[config.mk]
export PLATFORM = sky130hd
export DESIGN_NAME = adc_multi_rx
export DESIGN_NICKNAME = d
export VERILOG_FILES = /design/src/rtl/adc_rx_pkg.sv /design/src/rtl/adc_lane_shift.sv /design/src/rtl/adc_multi_rx.sv
export SDC_FILE = /design/constraint.sdc
export NUM_CORES = 1
export LEC_CHECK = 0
export CORE_ASPECT_RATIO = 1.25
export CORE_MARGIN = 2
export CORE_UTILIZATION = 57
export DETAILED_ROUTE_END_ITERATION = 10
export PLACE_DENSITY = 0.94
export SYNTH_ARGS = -nofsm -noshare
export SYNTH_HDL_FRONTEND = slang
export SYNTH_SLANG_ARGS = --single-unit
[constraint.sdc]
create_clock -name clk -period 2.8 [get_ports clk]
set_input_delay 0.84 -clock clk [delete_from_list [all_inputs] [get_ports clk]]
set_output_delay 0.84 -clock clk [all_outputs]
set_load 0.02 [all_outputs]
[src/rtl/adc_rx_pkg.sv]
// Shared definitions for the multi-lane serial ADC receiver: default geometry,
// frame state encoding and a small sizing helper.
package adc_rx_pkg;

   localparam int DEF_LANES = 4;
   localparam int DEF_BITS  = 12;
   localparam int DEF_LEAD  = 2;
   localparam int DEF_QUIET = 2;

   typedef enum logic [2:0] {
      S_IDLE,
      S_QUIET,
      S_LEAD,
      S_SHIFT,
      S_DONE
   } rx_state_e;

   function automatic int max3(input int a, input int b, input int c);
      int m;
      m = (a > b) ? a : b;
      return (m > c) ? m : c;
   endfunction

endpackage

[src/rtl/adc_lane_shift.sv]
// One lane's MSB-first serial-to-parallel register; data_next is the value the
// register takes on the coming edge, so a capture can happen on the final shift.
module adc_lane_shift
   import adc_rx_pkg::*;
#(
   parameter int BITS = DEF_BITS
) (
   input  logic            clk,
   input  logic            reset,
   input  logic            clear,
   input  logic            shift,
   input  logic            sdata,
   output logic [BITS-1:0] data_next
);

   logic [BITS-1:0] data_q;
   logic [BITS-1:0] data_d;

   always_comb begin
      data_d = data_q;
      if (clear) begin
         data_d = '0;
      end else if (shift) begin
         data_d = {data_q[BITS-2:0], sdata};
      end
   end

   always_ff @(posedge clk) begin
      if (reset) begin
         data_q <= '0;
      end else begin
         data_q <= data_d;
      end
   end

   assign data_next = data_d;

endmodule

[src/rtl/adc_multi_rx.sv]
// Multi-lane serial ADC receiver: frames ad_cs, checks the leading-zero bits and
// deserialises LANES words per frame, single-shot or free-running.
module adc_multi_rx
   import adc_rx_pkg::*;
#(
   parameter int LANES = DEF_LANES,
   parameter int BITS  = DEF_BITS,
   parameter int LEAD  = DEF_LEAD,
   parameter int QUIET = DEF_QUIET
) (
   input  logic                  clk,
   input  logic                  reset,
   input  logic                  enable,
   input  logic                  continuous,
   input  logic                  start,
   input  logic [LANES-1:0]      ad_sdata,
   output logic                  ad_cs,
   output logic [LANES*BITS-1:0] sample,
   output logic                  sample_valid,
   output logic                  lead_err,
   output logic                  busy
);

   localparam int CW = $clog2(max3(QUIET, LEAD, BITS) + 1);
   localparam logic [CW-1:0] QUIET_LAST = CW'(QUIET - 1);
   localparam logic [CW-1:0] LEAD_LAST  = CW'((LEAD > 0) ? LEAD - 1 : 0);
   localparam logic [CW-1:0] BITS_LAST  = CW'(BITS - 1);
   localparam rx_state_e FIRST_ACTIVE = (LEAD > 0) ? S_LEAD : S_SHIFT;

   rx_state_e state_q, state_d;
   logic [CW-1:0] cnt_q, cnt_d;
   logic ad_cs_q, ad_cs_d;
   logic err_q, err_d;
   logic [LANES*BITS-1:0] sample_q, sample_d;
   logic sample_valid_q, sample_valid_d;
   logic lead_err_q, lead_err_d;
   logic lane_clear;
   logic lane_shift;
   logic capture;
   logic [LANES*BITS-1:0] lane_next;

   for (genvar k = 0; k < LANES; k++) begin : g_lane
      adc_lane_shift #(.BITS(BITS)) u_lane (
         .clk      (clk),
         .reset    (reset),
         .clear    (lane_clear),
         .shift    (lane_shift),
         .sdata    (ad_sdata[k]),
         .data_next(lane_next[k*BITS +: BITS])
      );
   end

   always_comb begin
      state_d    = state_q;
      cnt_d      = cnt_q;
      err_d      = err_q;
      lane_clear = 1'b0;
      lane_shift = 1'b0;
      capture    = 1'b0;
      case (state_q)
         S_IDLE: begin
            if (enable && (continuous || start)) begin
               state_d = S_QUIET;
               cnt_d   = '0;
            end
         end
         S_QUIET: begin
            lane_clear = 1'b1;
            err_d      = 1'b0;
            if (cnt_q == QUIET_LAST) begin
               state_d = FIRST_ACTIVE;
               cnt_d   = '0;
            end else begin
               cnt_d = cnt_q + 1'b1;
            end
         end
         S_LEAD: begin
            err_d = err_q | (|ad_sdata);
            if (cnt_q == LEAD_LAST) begin
               state_d = S_SHIFT;
               cnt_d   = '0;
            end else begin
               cnt_d = cnt_q + 1'b1;
            end
         end
         S_SHIFT: begin
            lane_shift = 1'b1;
            if (cnt_q == BITS_LAST) begin
               state_d = S_DONE;
               cnt_d   = '0;
               capture = 1'b1;
            end else begin
               cnt_d = cnt_q + 1'b1;
            end
         end
         S_DONE: begin
            cnt_d   = '0;
            state_d = (enable && continuous) ? S_QUIET : S_IDLE;
         end
         default: begin
            state_d = S_IDLE;
            cnt_d   = '0;
         end
      endcase

      // ad_cs is registered from the next state so it is low exactly during LEAD/SHIFT
      ad_cs_d        = !((state_d == S_LEAD) || (state_d == S_SHIFT));
      sample_d       = capture ? lane_next : sample_q;
      lead_err_d     = capture ? err_q : lead_err_q;
      sample_valid_d = capture;
   end

   always_ff @(posedge clk) begin
      if (reset) begin
         state_q        <= S_IDLE;
         cnt_q          <= '0;
         ad_cs_q        <= 1'b1;
         err_q          <= 1'b0;
         sample_q       <= '0;
         sample_valid_q <= 1'b0;
         lead_err_q     <= 1'b0;
      end else begin
         state_q        <= state_d;
         cnt_q          <= cnt_d;
         ad_cs_q        <= ad_cs_d;
         err_q          <= err_d;
         sample_q       <= sample_d;
         sample_valid_q <= sample_valid_d;
         lead_err_q     <= lead_err_d;
      end
   end

   assign ad_cs        = ad_cs_q;
   assign busy         = ~ad_cs_q;
   assign sample       = sample_q;
   assign sample_valid = sample_valid_q;
   assign lead_err     = lead_err_q;

endmodule

==> results.tsv <==
stage	metric	value	unit
timing	hold_viol_final	0	
timing	slew_headroom	43.30	%
layout	antennaDiodeCount	0	
layout	final_nets	486	
synthesis	synth-adder-area-share	0.6376	%
layout	layout-drive-gt1-share	5.833	%
floorplanning	core_area	6606	µm²
layout	final_cells	567	
grt	antenna_found_initial	0	
power_and_ir_drop	power.switching	0.6777	mW
status	status	finished, final reports clean	
floorplanning	dieWidth	78.22	µm
power_and_ir_drop	worst_ir_drop_vdd	0.0003533	V
synthesis	synth_top_area_share	54.57	%
drt	drc	0	
synthesis	synth-seq-cells	107	
synthesis	yosys_most_used_dff	dfxtp_1	
worst_setup_path	crit_path_end_kind	output pin	
timing	fin_crit	2.200	ns
power_and_ir_drop	power.total	2.792	mW
drt	drt_iter0_drc	212	
job	drv_cap	0	
clock_tree	cts_tree	built	
worst_setup_path	timing.critical_path.from_type	flop	
timing	finalSetupViolCount	0	
floorplanning	fp.dieArea	7570	µm²
drt	totalWireLength	7739	µm
clock_tree	ctsResizeCount	0	
floorplanning	initial_core_util	59.41	%
synthesis	synth.area.top_cells	dfxtp_1 (55%), nor2_1 (9.8%), a211oi_1 (9.4%)	
synthesis	synth_nets	447	
drt	wl_per_cell	13.65	µm
clock_tree	cts_hold_buf	0	
worst_setup_path	crit_family	buffers and inverters	
power_and_ir_drop	p_sw_share	24.28	%
placed_design	placed_cell_area	4523	µm²
layout	final_util	71.76	%
floorplanning	rows	33	
worst_setup_path	worstSetupPathType	reg2out	
power_and_ir_drop	p_seq_share	55.7	%
synthesis	synth_top_family_by_area	simple AND/OR/NAND/NOR gates	
worst_setup_path	slowest_stage	clkdlybuf4s50_1	
power_and_ir_drop	p_clk_share	36.0	%
placed_design	gp_congestion	0.8228	
clock_tree	h-tree-depth	3	
synthesis	yosysUniqueCellTypes	39	
synthesis	postSynthAreaPerCell	9.002	µm²
power_and_ir_drop	p_int	2.114	mW
layout	mostFrequentLayoutCells	dfxtp_1 (107), nor2_1 (102), clkdlybuf4s50_1 (59), a21oi_1 (50), a211oi_1 (49)	
power_and_ir_drop	power_leakage	1.799	nW
synthesis	yosysTopAreaCell	dfxtp_1	
synthesis	synthXorXnorAreaFrac	0.6694	%
layout	fin_area	4741	µm²
grt	overflow	0	
worst_setup_path	path_max_fanout	2	
power_and_ir_drop	power_density	588.8	nW/µm²
synthesis	synthSimpleGateAreaFrac	20.88	%
min_path	hold_class	reg2reg	
synthesis	synth-compound-area-share	17.92	%
timing	rsz0062_at_grt	no	
synthesis	yosysSeqAreaShare	54.57	%
synthesis	syn_inst	436	
timing	finClkSkew	0.009655	ns
clock_tree	numCtsBuffers	9	
grt	grt_pass1_wl	12980	µm
timing	setup_tns	0	ns
drt	dr.pass1.iters	4	
clock_tree	clock_latency	0.37	ns
clock_tree	post_cts_buffers	0	
layout	layout_commonest_cell	dfxtp_1	
synthesis	synthesis.area	3925	µm²
worst_setup_path	path_buf_inv	1	
synthesis	synthMuxAreaShare	0.5419	%
grt	grt_start_max_net_pins	68	
drt	vias_per_cell	5.637	
synthesis	ys.warnings.count	0	
drt	ant_nets	0	
clock_tree	ctsRootBufferMaster	clkbuf_8	
timing	fmaxAchievable	0.4546	GHz
placed_design	dp_cells	551	
layout	fillers	503	
worst_setup_path	crit_chain	clkdlybuf4s50_1	
worst_setup_path	arrival	1.36	ns
timing	worst_slew_pin_slew	0.8505	ns
floorplanning	die_h	96.78	µm
clock_tree	clkSinkCount	107	
synthesis	synth_edf_count	0	
clock_tree	clock_path_buffers	2	
grt	grt_pass1_vias	2920	
floorplanning	io_pins	61	
synthesis	synthArstFlopShare	0	%
worst_setup_path	slowest_delay	0.62	ns
clock_tree	clk_pin_slew_worst_paths	0.09	ns
layout	area_growth	20.78	%
grt	grt.total_usage	20.94	%
drt	dr_total_vias	3196	
power_and_ir_drop	combPwrFrac	8.3	%
worst_setup_path	critical_path_required	1.96	ns
placed_design	hpwl	5009	µm
timing	post-route-period-util	78.56	%
worst_setup_path	r2r_slack	0.66	ns
timing	drv_slew	0	
placed_design	port_buffers	60	
-- cells in the mapped netlist (2+ instances only) --
cell type    n
a211oi_1    49
a21oi_1     50
and3_1      48
buf_2       14
buf_4        2
clkbuf_1    21
dfxtp_1    107
ha_1         2
inv_1        2
nand3_1      2
nor2_1     102
nor2b_1      2
nor3_1       4
o21ai_0      3
or3_1        2
xnor2_1      3
-- registers in the layout, indices dropped and copies added, names as in the netlist --
signal	count
state_q	3
ad_cs	1
cnt_q	4
sample_valid	1
sample	48
g_lane.u_lane.data_q	48
lead_err	1
err_q	1
-- power by group through the flow --
stage | combinational (mW) | clock [mW] | sequential [mW]
floorplan | 0.183 | 0 | 1.58
global placement | 0.220 | 0 | 1.59
detailed placement | 0.229 | 0 | 1.59
CTS | 0.230 | 1.02 | 1.55
global route | 0.255 | 1.08 | 1.56
finish | 0.232 | 1.00 | 1.56
-- final cells by class --
type,instances,area (µm²),area share (%)
flip-flops and latches,107,2142,45.18
multi-input cells,288,1602,33.78
repair buffers,67,663.1,13.99
clock buffers,10,127.6,2.692
well taps,87,108.9,2.296
clock inverters,6,90.09,1.900
inverters,2,7.507,0.1584
-- metal layers --
layer  part of all wire (%)  up-vias  global-route usage (%)
li1                       -     1617                       -
met1                     43     1515                   25.03
met2                     51       50                   36.34
met3                    3.3       14                   3.078
met4                    1.8        0                   10.26
met5                      0        -                       0
-- final timing paths --
| check | startpoint | to | cells past startpoint |
|---|---|---|---|
| worst max-delay path | lead_err$_SDFFE_PP0P_ | lead_err | 1 |
| worst min-delay path | g_lane[0].u_lane.data_q[11]$_SDFF_PP0_ | g_lane[0].u_lane.data_q[11]$_SDFF_PP0_ | 2 |
| worst max register to register | state_q[0]$_SDFF_PP0_ | sample[31]$_SDFFE_PP0P_ | 5 |
| worst min register to register | g_lane[0].u_lane.data_q[11]$_SDFF_PP0_ | g_lane[0].u_lane.data_q[11]$_SDFF_PP0_ | 2 |
-- logic make-up after synthesis --
| family | after synthesis |
|---|---|
| buffers and inverters | 41 |
| flip-flops | 107 |
| XOR/XNOR | 3 |
| AO/OA/AOI/OAI | 110 |
| AND/OR/NAND/NOR | 171 |
| multiplexers | 2 |
| adder cells (fa/ha/maj) | 2 |
-- stage by stage --
step	hold slack, ns	worst slack, ns
after floorplan	0.4448	0.9803
after global placement	0.4580	0.4816
after detailed placement	0.4812	0.3151
after CTS	0.5031	0.5879
after global routing	0.5216	0.4715
final	0.4991	0.6004
-- worst register-to-register path: stages (launching register included) --
cell and delay, ns:
dfxtp_1 0.57, and2b_1 0.70, buf_4 0.31, and3_1 0.17
a21oi_1 0.05, a211oi_1 0.26
Power figures use the tool's default switching activity.
